File: src/rtl/simple_uart_pkg.sv
// Shared UART constants so the rx, tx and fifo blocks agree on word size and
// timing defaults, plus the feeder FSM encoding.
package simple_uart_pkg;

    localparam int UART_NUM_BITS = 8;
    localparam int SYSTEM_FREQ   = 50_000_000;
    localparam int BAUD_RATE     = 115_200;

    localparam logic [1:0] ST_IDLE      = 2'd0;
    localparam logic [1:0] ST_ISSUE     = 2'd1;
    localparam logic [1:0] ST_WAIT_DONE = 2'd2;

endpackage

File: src/rtl/simple_uart_tx_fifo_if.sv
// Producer-side byte handshake and UART-side load/done handshake of the TX feeder.
// The slave modport is the feeder's own view; master is the surrounding logic.
interface simple_uart_tx_fifo_if
    import simple_uart_pkg::*;
#(
    parameter int DATA_WIDTH = UART_NUM_BITS
);

    logic [DATA_WIDTH-1:0] in_data;
    logic                  in_valid;
    logic                  in_ready;
    logic [DATA_WIDTH-1:0] tx_value;
    logic                  tx_value_write;
    logic                  tx_value_done;

    modport master (
        output in_data,
        output in_valid,
        input  in_ready,
        input  tx_value,
        input  tx_value_write,
        output tx_value_done
    );

    modport slave (
        input  in_data,
        input  in_valid,
        output in_ready,
        output tx_value,
        output tx_value_write,
        input  tx_value_done
    );

endinterface

File: src/rtl/simple_fifo_sync.sv
// Single-clock FIFO with registered level/full/empty; read data is the entry at
// the read pointer, so the consumer captures it on the same edge it pops.
module simple_fifo_sync #(
    parameter int DEPTH      = 16,
    parameter int DATA_WIDTH = 8
) (
    input  logic                         clock,
    input  logic                         srst,
    input  logic                         push,
    input  logic [DATA_WIDTH-1:0]        wr_data,
    input  logic                         pop,
    output logic [DATA_WIDTH-1:0]        rd_data,
    output logic [$clog2(DEPTH+1)-1:0]   level,
    output logic                         empty,
    output logic                         full
);

    localparam int PTR_W = $clog2(DEPTH);
    localparam int LVL_W = $clog2(DEPTH + 1);

    logic [DATA_WIDTH-1:0] mem [DEPTH];

    logic [PTR_W-1:0] wr_ptr_q, wr_ptr_d;
    logic [PTR_W-1:0] rd_ptr_q, rd_ptr_d;
    logic [LVL_W-1:0] level_q, level_d;
    logic             empty_q, empty_d;
    logic             full_q, full_d;
    logic             do_push;
    logic             do_pop;

    // Requests are gated by the registered flags, so a push while full or a
    // pop while empty is silently dropped.
    always_comb begin
        do_push  = push && !full_q;
        do_pop   = pop && !empty_q;
        wr_ptr_d = wr_ptr_q;
        rd_ptr_d = rd_ptr_q;
        level_d  = level_q;
        if (do_push) begin
            wr_ptr_d = wr_ptr_q + PTR_W'(1);
        end
        if (do_pop) begin
            rd_ptr_d = rd_ptr_q + PTR_W'(1);
        end
        case ({do_push, do_pop})
            2'b10:   level_d = level_q + LVL_W'(1);
            2'b01:   level_d = level_q - LVL_W'(1);
            default: level_d = level_q;
        endcase
        empty_d = (level_d == '0);
        full_d  = (level_d == LVL_W'(DEPTH));
    end

    always_ff @(posedge clock) begin
        if (srst) begin
            wr_ptr_q <= '0;
            rd_ptr_q <= '0;
            level_q  <= '0;
            empty_q  <= 1'b1;
            full_q   <= 1'b0;
        end else begin
            wr_ptr_q <= wr_ptr_d;
            rd_ptr_q <= rd_ptr_d;
            level_q  <= level_d;
            empty_q  <= empty_d;
            full_q   <= full_d;
        end
    end

    always_ff @(posedge clock) begin
        if (do_push) begin
            mem[wr_ptr_q] <= wr_data;
        end
    end

    assign rd_data = mem[rd_ptr_q];
    assign level   = level_q;
    assign empty   = empty_q;
    assign full    = full_q;

endmodule

File: src/rtl/simple_uart_tx_fifo.sv
// Byte queue in front of simple_uart_tx: buffers producer bytes and hands them
// to the transmitter one frame at a time via the load/done handshake.
module simple_uart_tx_fifo
    import simple_uart_pkg::*;
#(
    parameter int DEPTH      = 16,
    parameter int DATA_WIDTH = UART_NUM_BITS
) (
    input  logic                        clock,
    input  logic                        srst,
    simple_uart_tx_fifo_if.slave        bus,
    output logic [$clog2(DEPTH+1)-1:0]  level,
    output logic                        empty,
    output logic                        full,
    output logic                        busy
);

    logic [1:0]            state_q, state_d;
    logic [DATA_WIDTH-1:0] tx_value_q, tx_value_d;
    logic                  tx_value_write_q, tx_value_write_d;

    logic                  fifo_pop;
    logic [DATA_WIDTH-1:0] fifo_rd_data;
    logic                  fifo_empty;
    logic                  fifo_full;

    simple_fifo_sync #(
        .DEPTH      (DEPTH),
        .DATA_WIDTH (DATA_WIDTH)
    ) u_fifo (
        .clock   (clock),
        .srst    (srst),
        .push    (bus.in_valid),
        .wr_data (bus.in_data),
        .pop     (fifo_pop),
        .rd_data (fifo_rd_data),
        .level   (level),
        .empty   (fifo_empty),
        .full    (fifo_full)
    );

    // The pop and the tx_value load share one edge; the strobe is registered
    // so it is high for exactly the ISSUE cycle that follows.
    always_comb begin
        state_d          = state_q;
        tx_value_d       = tx_value_q;
        tx_value_write_d = 1'b0;
        fifo_pop         = 1'b0;
        case (state_q)
            ST_IDLE: begin
                if (!fifo_empty) begin
                    fifo_pop         = 1'b1;
                    tx_value_d       = fifo_rd_data;
                    tx_value_write_d = 1'b1;
                    state_d          = ST_ISSUE;
                end
            end
            ST_ISSUE: begin
                state_d = ST_WAIT_DONE;
            end
            ST_WAIT_DONE: begin
                if (bus.tx_value_done) begin
                    state_d = ST_IDLE;
                end
            end
            default: begin
                state_d = ST_IDLE;
            end
        endcase
    end

    always_ff @(posedge clock) begin
        if (srst) begin
            state_q          <= ST_IDLE;
            tx_value_q       <= '0;
            tx_value_write_q <= 1'b0;
        end else begin
            state_q          <= state_d;
            tx_value_q       <= tx_value_d;
            tx_value_write_q <= tx_value_write_d;
        end
    end

    assign bus.in_ready       = !fifo_full;
    assign bus.tx_value       = tx_value_q;
    assign bus.tx_value_write = tx_value_write_q;

    assign empty = fifo_empty;
    assign full  = fifo_full;
    assign busy  = (state_q != ST_IDLE) || !fifo_empty;

endmodule
File: src/flat_wrapper.sv
// flat-port wrapper written by rule: the top's interface ports become plain ports
module simple_uart_tx_fifo_flat import simple_uart_pkg::*;
#(
    parameter int DEPTH      = 16,
    parameter int DATA_WIDTH = UART_NUM_BITS
)
  (clock, srst, level, empty, full, busy, bus_in_data, bus_in_valid, bus_in_ready, bus_tx_value, bus_tx_value_write, bus_tx_value_done);
  simple_uart_tx_fifo_if #(.DATA_WIDTH(DATA_WIDTH)) bus_i ();
  input  logic clock;
  input  logic srst;
  output logic [$clog2(DEPTH+1)-1:0] level;
  output logic empty;
  output logic full;
  output logic busy;
  input wire logic [$bits(bus_i.in_data)-1:0] bus_in_data;
  input wire logic [$bits(bus_i.in_valid)-1:0] bus_in_valid;
  output wire logic [$bits(bus_i.in_ready)-1:0] bus_in_ready;
  output wire logic [$bits(bus_i.tx_value)-1:0] bus_tx_value;
  output wire logic [$bits(bus_i.tx_value_write)-1:0] bus_tx_value_write;
  input wire logic [$bits(bus_i.tx_value_done)-1:0] bus_tx_value_done;
  assign bus_i.in_data = bus_in_data;
  assign bus_i.in_valid = bus_in_valid;
  assign bus_in_ready = bus_i.in_ready;
  assign bus_tx_value = bus_i.tx_value;
  assign bus_tx_value_write = bus_i.tx_value_write;
  assign bus_i.tx_value_done = bus_tx_value_done;
  simple_uart_tx_fifo #(.DEPTH(DEPTH), .DATA_WIDTH(DATA_WIDTH)) u_core (.clock(clock), .srst(srst), .bus(bus_i), .level(level), .empty(empty), .full(full), .busy(busy));
endmodule
File: config.mk
export PLATFORM = sky130hd
export DESIGN_NAME = simple_uart_tx_fifo_flat
export DESIGN_NICKNAME = d
export VERILOG_FILES = /design/src/rtl/simple_uart_pkg.sv /design/src/rtl/simple_uart_tx_fifo_if.sv /design/src/rtl/simple_fifo_sync.sv /design/src/rtl/simple_uart_tx_fifo.sv /design/src/flat_wrapper.sv
export SDC_FILE = /design/constraint.sdc
export NUM_CORES = 1
export LEC_CHECK = 0
export ABC_AREA = 1
export CORE_UTILIZATION = 57
export DETAILED_ROUTE_END_ITERATION = 10
export PLACE_DENSITY_LB_ADDON = 0.15
export RECOVER_POWER = 100
export SYNTH_ARGS = -nofsm -noshare
export SYNTH_HDL_FRONTEND = slang
export SYNTH_SLANG_ARGS = --single-unit
export TNS_END_PERCENT = 5
File: constraint.sdc
create_clock -name clock -period 4.64 [get_ports clock]
set_input_delay 0.928 -clock clock [delete_from_list [all_inputs] [get_ports clock]]
set_output_delay 0.928 -clock clock [all_outputs]
set_load 0.01 [all_outputs]
Word level (Yosys, flattened, before mapping):

Memory sizes are Yosys's and may differ from the RTL's. A register that Yosys moved wholly into a read port is not among the register bits.
Index checks and enable logic that the tools add are counted.

* register bits: 18
* logic and storage cells: 38
* output and inout port bits: 18
* bits of input ports: 12
* memory bits (writable): 128
* memories: 1

Memories
* u_core.u_fifo.mem: depth 16, bits a word 8, rd ports 1, clocked after Yosys merged registers in 1, wr ports 1, line simple_fifo_sync.sv:21 `logic [DATA_WIDTH-1:0] mem [DEPTH];`

* reduce and logical (&&, ||, !) cells: 10
* bitwise gates (word level): 1
* $add $sub $neg: 4
* equal/unequal tests: 7
* multiplexer cells: 8

Operator list (count)
* case mux 5 bit (2 select lines): 1
* adder 4 x 1 -> 4 bit, second input constant: 2
* case mux 2 bit (3 select lines): 1
* adder 5 x 1 -> 5 bit, second input constant: 1
* equality test 5 bit, second input constant: 1
* zero test 5 bit: 1
* subtractor 5 x 1 -> 5 bit, second input constant: 1
* equality test 2 x 1 -> 1 bit, second input constant: 2
* equality test 2 bit, second input constant: 2
* 2-to-1 mux 1 bit: 4
* 2-to-1 mux 2 bit: 2
* inequality test 2 bit, second input constant: 2
* AND reduction 2 bit: 2
* logical AND 1 bit: 2
* zero test 1 bit: 2
* zero test 2 bit: 1
* nonzero test 2 bit: 1
* logical OR 1 bit: 1
* NOT 1 bit: 1

Depth between registers and ports, before layout:

Gate-level depths: netlist of run 1.

* word-level depth: 6
* gate-level depth with buffers: 18
* depth with buffers taken out: 18

Hierarchy:

A second synthesis of run 1 with hierarchy kept.

* cell total of the unflattened synthesis: 558
* area total of the unflattened synthesis: 6617.6 um^2

Modules (own cells, without submodules)
* simple_fifo_sync: times used 1, sequential area each 4224.1 um^2, cells each 492, area an instance 6140.9 um^2
* simple_uart_tx_fifo: times used 1, sequential area each 220.2 um^2, cells each 66, area an instance 476.7 um^2

Worst setup path after synthesis of run 1:

OpenSTA, ideal clock, no wires.

* kind: input port to flip-flop
* start point: input port bus_in_valid
* end point: register u_core.u_fifo.full_q (netlist: u_core.u_fifo.full)
* setup time: 0.113 ns
* stages: 17
* path slack: 2.475 ns
* required time: 4.527 ns
* data arrival time: 2.051 ns
* buffers on the path: 0
* cell sequence: nand2_4 > nand3_4 > nand2_1 > nand2_1 > inv_1 > ha_1 > inv_1 > nand2_1 > nand3_2 > inv_2 > nand2_1 > nand2_1 > nand3_1 > nand2_1 > nand2_1 > nand2_1 > nor2_1

* longest elaborated chain between the ends: 4
* elaborated cells between the ends (all ways): 5
* classes of those cells: eq/ne (3); mux (1); reduce/logical (1)

Ends and longest elaborated chain
* start: declaration: line flat_wrapper.sv:16 `input wire logic [$bits(bus_i.in_valid)-1:0] bus_in_valid;`
* logical AND 1 bit *: line simple_fifo_sync.sv:34 `do_push = push && !full_q;`
* equality test 2 x 1 -> 1 bit or equality test 2 bit (tied branches): line simple_fifo_sync.sv:45 `case ({do_push, do_pop})`
* case mux 5 bit (2 select lines) *: line simple_fifo_sync.sv:45
* equality test 5 bit *: line simple_fifo_sync.sv:51 `full_d = (level_d == LVL_W'(DEPTH));`
* end signal: assignment: line simple_fifo_sync.sv:66 `full_q <= full_d;`
* end: declaration: line simple_fifo_sync.sv:27 `logic full_q, full_d;`

Mark *: on every way between the ends. The rest lies on a longest branch, timed or not.
A chain may end at the register's enable or synchronous reset.

Final worst setup path of run 1:

* start point: register u_core.state_q[1]
* end point: output port busy

* longest elaborated chain between the ends: 2

Ends and longest elaborated chain
* start: declaration: line simple_uart_tx_fifo.sv:18 `logic [1:0] state_q, state_d;`
* start signal: assignment: line simple_uart_tx_fifo.sv:78 `state_q <= state_d;`
* nonzero test 2 bit: line simple_uart_tx_fifo.sv:90 `assign busy = (state_q != ST_IDLE) || !fifo_empty;`
* logical OR 1 bit: line simple_uart_tx_fifo.sv:90
* end: declaration: line flat_wrapper.sv:14 `output logic busy;`

No other way between the ends.

==> results of run 1 <==
[final timing paths]
check	start	end	slack [ns]
max	u_core.state_q[1]	busy	1.78
min	u_core.bus.tx_value[5]	u_core.bus.tx_value[5]	0.50
max reg2reg	u_core.state_q[1]	u_core.u_fifo.full	1.85
min reg2reg	u_core.bus.tx_value[5]	u_core.bus.tx_value[5]	0.50
[placed cells by master, fill, tap and decap left out, types with 2 or more instances in the layout]
cell type / synthesis / layout
edfxtp_1: 128 / 128
nor2_1: 123 / 124
o21ai_0: 51 / 52
o211ai_1: 40 / 40
nand3_1: 34 / 35
nand2_1: 33 / 34
inv_1: 31 / 32
dlygate4sd3_1: 0 / 28
dfxtp_1: 26 / 25
o21ai_1: 18 / 17
clkbuf_16: 0 / 16
a21oi_1: 9 / 9
ha_1: 7 / 7
clkinvlp_4: 0 / 4
clkinv_1: 2 / 3
nor3_1: 3 / 3
bufinv_16: 0 / 3
clkinv_4: 0 / 3
nand4_1: 2 / 2
inv_2: 3 / 2
nand2_2: 2 / 2
o21bai_1: 2 / 2
inv_6: 0 / 2
[state kept, by name (all words and copies together), names as in the netlist, 2 cells and up]
register	count
u_core.u_fifo.wr_ptr_q	4
u_core.u_fifo.level	5
u_core.bus.tx_value	8
u_core.u_fifo.mem	128
u_core.state_q	2
u_core.u_fifo.rd_ptr_q	4
[cells by family after synthesis]
group	count (synthesis)
buf+inv	65
simple gates	203
xor+xnor	2
fa+ha+maj	7
flops	154
compound gates	121
[tightest hold or removal path: cells and delay by family, from the launching register on]
kind	cells	cell delay [ns]
flip-flops	1	0.32
buffers and inverters	1	0.05
AO/OA/AOI/OAI	1	0.09
[layer usage]
metal / track usage (%) / up-vias / part of all wire, %
li1: - / 1998 / -
met1: 33.3 / 2055 / 40
met2: 45.6 / 142 / 53
met3: 5.81 / 18 / 5.9
met4: 8.32 / 0 / 1.4
met5: 0 / - / 0
[metrics by stage]
| step | hold WS (ns) | utilization [%] | instances | instance area [um^2] |
|---|---|---|---|---|
| 4_1_cts | 0.505 | 66.9 | 725 | 7250 |
| 3_5_place_dp | 0.483 | 61.5 | 693 | 6660 |
| 6_report | 0.498 | 66.7 | 725 | 7230 |
| 3_3_place_gp | 0.486 | 61.5 | 693 | 6660 |
| 2_1_floorplan | 0.477 | - | 552 | 6340 |
| 5_1_grt | 0.526 | 66.7 | 725 | 7230 |
[area by class of cell]
type | instances | area share (%)
clock inverter | 14 | 2.39
inverter | 36 | 1.87
timing repair buffer | 30 | 4.12
tap | 140 | 2.42
multi-input combinational | 333 | 23.1
clock buffer | 18 | 5.78
sequential | 154 | 60.3
[where the power goes]
part           switching, mW  internal (mW)
Sequential            0.0581           1.60
Combinational          0.735          0.368
Clock                  0.547          0.822
Total                   1.34           2.78
==> metrics.md, run 1 <==
| Metric | Value |
|---|---|
| Clock-pin slew on the worst setup and hold paths | `0.07 ns` |
| FF+latch area | `roughly 4400 um^2` |
| DRT Pass-1 Iters | `5` |
| Fmax achieved | `0.349 GHz` |
| Die ar. | `11600 um^2` |
| Status | `complete, no violations` |
| Clk_lat worst skew | `0.53 ns` |
| Hold buffers post-CTS | `0` |
| Pre-CTS setup slack | `1.80 ns` |
| Largest net degree at the start of global routing | `68` |
| DRC | `0` |
| Nets@finish | `591` |
| Port Buf Inserts | `29` |
| Chip height | `108 um` |
| Mux share of post-synthesis cell area | `0%` |
| Fill cells | `about 800` |
| Syn_nets | `571` |
| Drt first-iter violations | `442` |
| Dominant cell type by area after synthesis | `edfxtp_1` |
| Antenna cells | `0` |
| Post-CTS setup repair buffer count | `0` |
| Setup TNS | `0 ns` |
| Sequential fraction of the synthesis area | `68.8%` |
| CTS tree | `done` |
| Synth Area in Simple Gates | `13.6%` |
| Yosys warning total | `0` |
| Slew Viols, Final | `0` |
| First-pass GRT wire length | `approximately 22000 um` |
| Main combinational cell family by area after synthesis | `simple AND/OR/NAND/NOR gates` |
| Period utilization | `approximately 62%` |
| WP data arrival | `1.93 ns` |
| Grt total ovfl | `0` |
| Reg2Reg Depth | `15` |
| WHS Path Cells | `2` |
| Sink Count | `154` |
| H-tree Lvls | `4` |
| Buf+Inv Stages, Crit Path | `1` |
| Setup crit start kind | `register` |
| Slew of the pin with the lowest slew margin | `1.05 ns` |
| Detailed Place HPWL | `8800 um` |
| GRT Total Usage | `26.5%` |
| Clock Path Buffers | `2` |
| Post-synth ARST share | `0%` |
| Final setup viols | `0` |
| WP depth | `3` |
| Worst-path cell chain | `nor2_1, nand2_1, dlygate4sd3_1` |
| Worst path max stage delay | `0.62 ns` |
| Post-Syn Area | `approximately 6300 um^2` |
| Max-cap viol count | `0` |
| Routed WL | `14100 um` |
| Synth top area share | `60.6%` |
| Tmin final | `2.86 ns` |
| Via count | `4213` |
| Rows | `38` |
| Placer Congestion | `0.901` |
| Number of flops mapped to enable cells by yosys | `128` |
| Slowest-stage cell, CP | `dlygate4sd3_1` |
| Initial antenna violation count | `0` |
| I/O pin cnt | `30` |
| Via-to-Cell Ratio | `between 5 and 6` |
| Xor-xnor portion of the synthesized cell area | `0.394%` |
| Top cells by area, synth | `edfxtp_1, dfxtp_1, nor2_1` |
| Area of the core | `10800 um^2` |
| Top-count cell post-synth | `edfxtp_1` |
| Worst Setup End Kind | `primary output` |
| Post-detailed-route wirelength per cell | `19.4 um` |
| Fin. Hold Viols | `0` |
| CTS root buf | `clkbuf_8` |
| Mapped Cells | `552` |
| Remaining antenna violation count after routing | `0` |
| Data required, critical path | `3.71 ns` |
| Max-slew headroom | `29.7%` |
| Total power | `4.12 mW` |
| Adder-cell share of the synthesized area | `1.38%` |
| Synth Area per Inst | `11.5 um^2` |
| PD cells | `570 nW/um^2` |
| Setup Skew | `around 0.0077 ns` |
| Synth unique cells | `31` |
| CTS buffer count | `17` |
| Synth cell count leaders | `edfxtp_1, nor2_1, o21ai_0` |
| Fin worst setup slack | `roughly 1.8 ns` |
| Cts repair resizes | `0` |
| Vias in the first global route | `approximately 4200` |
| Area Overhead vs Synth | `14.0%` |
| Initial core utilization | `58.5%` |
| Synth Area in Compound Gates | `between 10% and 20%` |
| Die width | `108 um` |
| Critical path class | `register to primary output` |
| Leak pwr | `2.55 nW` |
| Dominant synthesized flop cell | `edfxtp_1` |
| RSZ-0062 raised after global routing | `false` |
| Hold crit path type | `register to register` |
| Worst path top cell family by delay | `buffers and inverters` |
| Synthesis-stage register bit count | `154` |
| Share of final-layout standard cells stronger than drive strength 1 | `6.67%` |
| Peak VDD IR | `0.364 mV` |
| Largest fanout on the critical path | `6` |
| Area of the multi-input gates | `1670 um^2` |
Power figures use the tool's default switching activity.
==> run 2, diff against run 1 <==
Clock period 4.64 ns to 2.65 ns, I/O delays scaled along.
==> run 2 against run 1 <==
  * Global-route usage shrank 0.50 points
  * Clock-buffer cell count grew 1
  * Largest power group unchanged
  * Wire length shrank 2.1%
  * Final cell count grew 3.4%
  * Design area grew 1.7%
  * Total power grew 75%
  * Worst setup slack lost 1.4 ns
  * Clock power grew 71%
  * Flip-flop and latch count is the same
==> metrics.md, run 2 (synthesis results as in run 1) <==
| Metric | Value |
|---|---|
| Hold crit path type | `register to register` |
| Flop pwr share | `40.5% (+0.4 points)` |
| Area of the core | `10800 um^2 (unchanged)` |
| Share of final-layout standard cells stronger than drive strength 1 | `7.38% (+0.71 points)` |
| CTS tree | `done` |
| Hold Path Origin | `u_core.bus.tx_value[6]` |
| Vias in the first global route | `4181 (-1.5%)` |
| RR Endpoint | `u_core.bus.tx_value[1]` |
| Dpl cells | `718 (+3.6%)` |
| WP data arrival | `1.75 ns (-0.18 ns)` |
| Slowest-stage cell, CP | `dlygate4sd3_1` |
| Clock-pin slew on the worst setup and hold paths | `0.06 ns (about the same)` |
| Detailed Place HPWL | `8690 um (-1.3%)` |
| Critical path class | `register to primary output` |
| NetSw | `2.29 mW (+71%)` |
| Drt first-iter violations | `454 (+2.7%)` |
| Slew Viols, Final | `0 (unchanged)` |
| Reg2Reg Depth | `8 (-7)` |
| First-pass GRT wire length | `21600 um (-1.3%)` |
| Post-CTS setup repair buffer count | `0 (unchanged)` |
| Port Buf Inserts | `29 (unchanged)` |
| Data required, critical path | `2.12 ns (-1.59 ns)` |
| Antenna cells | `0 (unchanged)` |
| Peak VDD IR | `0.693 mV (+90%)` |
| Setup TNS | `0 ns (unchanged)` |
| Leak pwr | `2.61 nW (+2.2%)` |
| WHS Path Cells | `2 (unchanged)` |
| Max-slew headroom | `49.4% (+20 points)` |
| Worst path top cell family by delay | `buffers and inverters` |
| Final setup viols | `0 (unchanged)` |
| Initial antenna violation count | `0 (unchanged)` |
| Commonest non-fill, non-tap cells in the layout | `edfxtp_1, nor2_1, o21ai_0, o211ai_1, nand3_1` |
| Combinational share of power | `27.0% (+0.3 points)` |
| Slew of the pin with the lowest slew margin | `0.757 ns (-0.296 ns)` |
| CTS root buf | `clkbuf_8` |
| Commonest non-fill, non-tap cell in the layout | `edfxtp_1` |
| Largest fanout on the critical path | `6 (unchanged)` |
| Hold buffers post-CTS | `0 (unchanged)` |
| WHS Endpoint | `u_core.bus.tx_value[6]` |
| Die width | `108 um (unchanged)` |
| CTS buffer count | `17 (unchanged)` |
| Initial core utilization | `58.5% (unchanged)` |
| Setup crit start kind | `register` |
| Nets@finish | `616 (+4.2%)` |
| Max-cap viol count | `0 (unchanged)` |
| Post-route insts no fill | `750 (+3.4%)` |
| I/O pin cnt | `30 (unchanged)` |
| Clock Path Buffers | `2 (unchanged)` |
| Remaining antenna violation count after routing | `0 (unchanged)` |
| GRT Total Usage | `26.0% (-0.50 points)` |
| RSZ-0062 raised after global routing | `false` |
| Rows | `38 (unchanged)` |
| Buf+Inv Stages, Crit Path | `1 (unchanged)` |
| Worst Setup End Kind | `primary output` |
| FF-to-FF Start | `u_core.u_fifo.rd_ptr_q[0]` |
| Via-to-Cell Ratio | `5.72 (-1.6%)` |
| PD cells | `980 nW/um^2 (+72%)` |
| DRT Pass-1 Iters | `5 (unchanged)` |
| H-tree Lvls | `4 (unchanged)` |
| Sink Count | `154 (unchanged)` |
| Largest net degree at the start of global routing | `68 (unchanged)` |
| Max FFs per register | `128 (unchanged)` |
| Period utilization | `a little under nine tenths` |
| Int Power | `4.93 mW (+77%)` |
| DRC | `0 (unchanged)` |
| Clock group share of total power | `32.5% (-0.7 points)` |
| Fin. Hold Viols | `0 (unchanged)` |
| Worst path max stage delay | `0.60 ns (-0.02 ns)` |
| Clk_lat worst skew | `0.53 ns (about the same)` |
| Fmax achieved | `0.438 GHz` |
| Routed WL | `13800 um (-2.1%)` |
| Grt total ovfl | `0 (unchanged)` |
| Die ar. | `11600 um^2 (unchanged)` |
| Reg2Reg Setup Slack | `0.47 ns (-1.38 ns)` |
| Tmin final | `2.28 ns` |
| Status | `complete, no violations` |
| Top reg by flops | `u_core.u_fifo.mem` |
| Chip height | `108 um (unchanged)` |
| Area Overhead vs Synth | `16.0%` |
| Via count | `4289 (+1.8%)` |
| Post-detailed-route wirelength per cell | `18.4 um (-5.4%)` |
| Cts repair resizes | `0 (unchanged)` |
| Setup Skew | `0.00509 ns (-0.00258 ns)` |
| Sw frac | `31.7% (-0.80 points)` |
| Worst-path cell chain | `nor2_4, nand2_1, dlygate4sd3_1` |
| Placer Congestion | `0.955 (+6.0%)` |
## run 2: changes by cell type in the layout (fill, tap and decap cells not counted)
cell / previous run / this run
clkbuf_1: 1 / 19
dfxtp_1: 25 / 26
dfxtp_2: 1 / 0
clkinv_4: 3 / 2
inv_1: 32 / 31
nor2_4: 0 / 1
clkinv_1: 3 / 5
clkinvlp_4: 4 / 3
buf_4: 1 / 8
inv_6: 2 / 0
clkinv_2: 1 / 3
buf_12: 0 / 1
nor2_1: 124 / 123
## run 2: through the flow
| step | util, % | hold slack, ns | instance area [um^2] | power [mW] | setup WS (ns) |
|---|---|---|---|---|---|
| after floorplan | - | 0.477 | 6340 | 4.34 | 0.659 |
| after global placement | 63.3 | 0.486 | 6860 | 4.91 | 0.278 |
| after detailed placement | 63.3 | 0.485 | 6860 | 4.97 | 0.235 |
| after CTS | 68.6 | 0.505 | 7440 | 7.31 | 0.456 |
| after global routing | 67.9 | 0.524 | 7360 | 7.60 | 0.275 |
| final | 67.9 | 0.502 | 7360 | 7.22 | 0.366 |
## run 2: worst reg2reg max path: stages (launching register included)
cell	delay, ns
dfxtp_1	0.70
inv_2	0.33
buf_4	0.30
o21ai_0	0.22
o211ai_1	0.12
nand3_1	0.12
nand3_1	0.13
o211ai_1	0.11
inv_1	0.05
## run 2: layout make-up
class                           instances  area, um^2
Inverter                               36         135
Timing Repair Buffer                   55         434
Sequential cell                       154        4360
Clock inverter                         13         153
Tap cell                              140         175
Multi-Input combinational cell        333        1680
Fill cell                             806        3480
Clock buffer                           19         422
## run 2: power groups by stage
stage | Combinational, mW | Clock [mW] | Sequential [mW]
floorplan | 1.36 | 0 | 2.98
finish | 1.95 | 2.34 | 2.92
detailed placement | 1.99 | 0 | 2.98
global placement | 1.93 | 0 | 2.97
global route | 2.19 | 2.47 | 2.94
CTS | 2.02 | 2.36 | 2.93
## run 2: worst max-delay path by stage
stage | end | start | depth (start not counted)
3_3_place_gp | u_core.u_fifo.empty | bus_in_valid | 12
2_1_floorplan | u_core.u_fifo.empty | u_core.u_fifo.empty | 11
6_report | busy | u_core.state_q[1] | 3
3_5_place_dp | u_core.u_fifo.empty | bus_in_valid | 12
5_1_grt | u_core.u_fifo.full | bus_in_valid | 17
4_1_cts | busy | u_core.state_q[1] | 3
## run 2: metal layers
metal | up-vias | GRT usage, % | share of wire (%)
met5 | - | 0 | 0
met3 | 27 | 5.51 | 5.8
li1 | 2053 | - | -
met1 | 2068 | 33.2 | 42
met2 | 141 | 43.0 | 50
met4 | 0 | 11.0 | 2.2
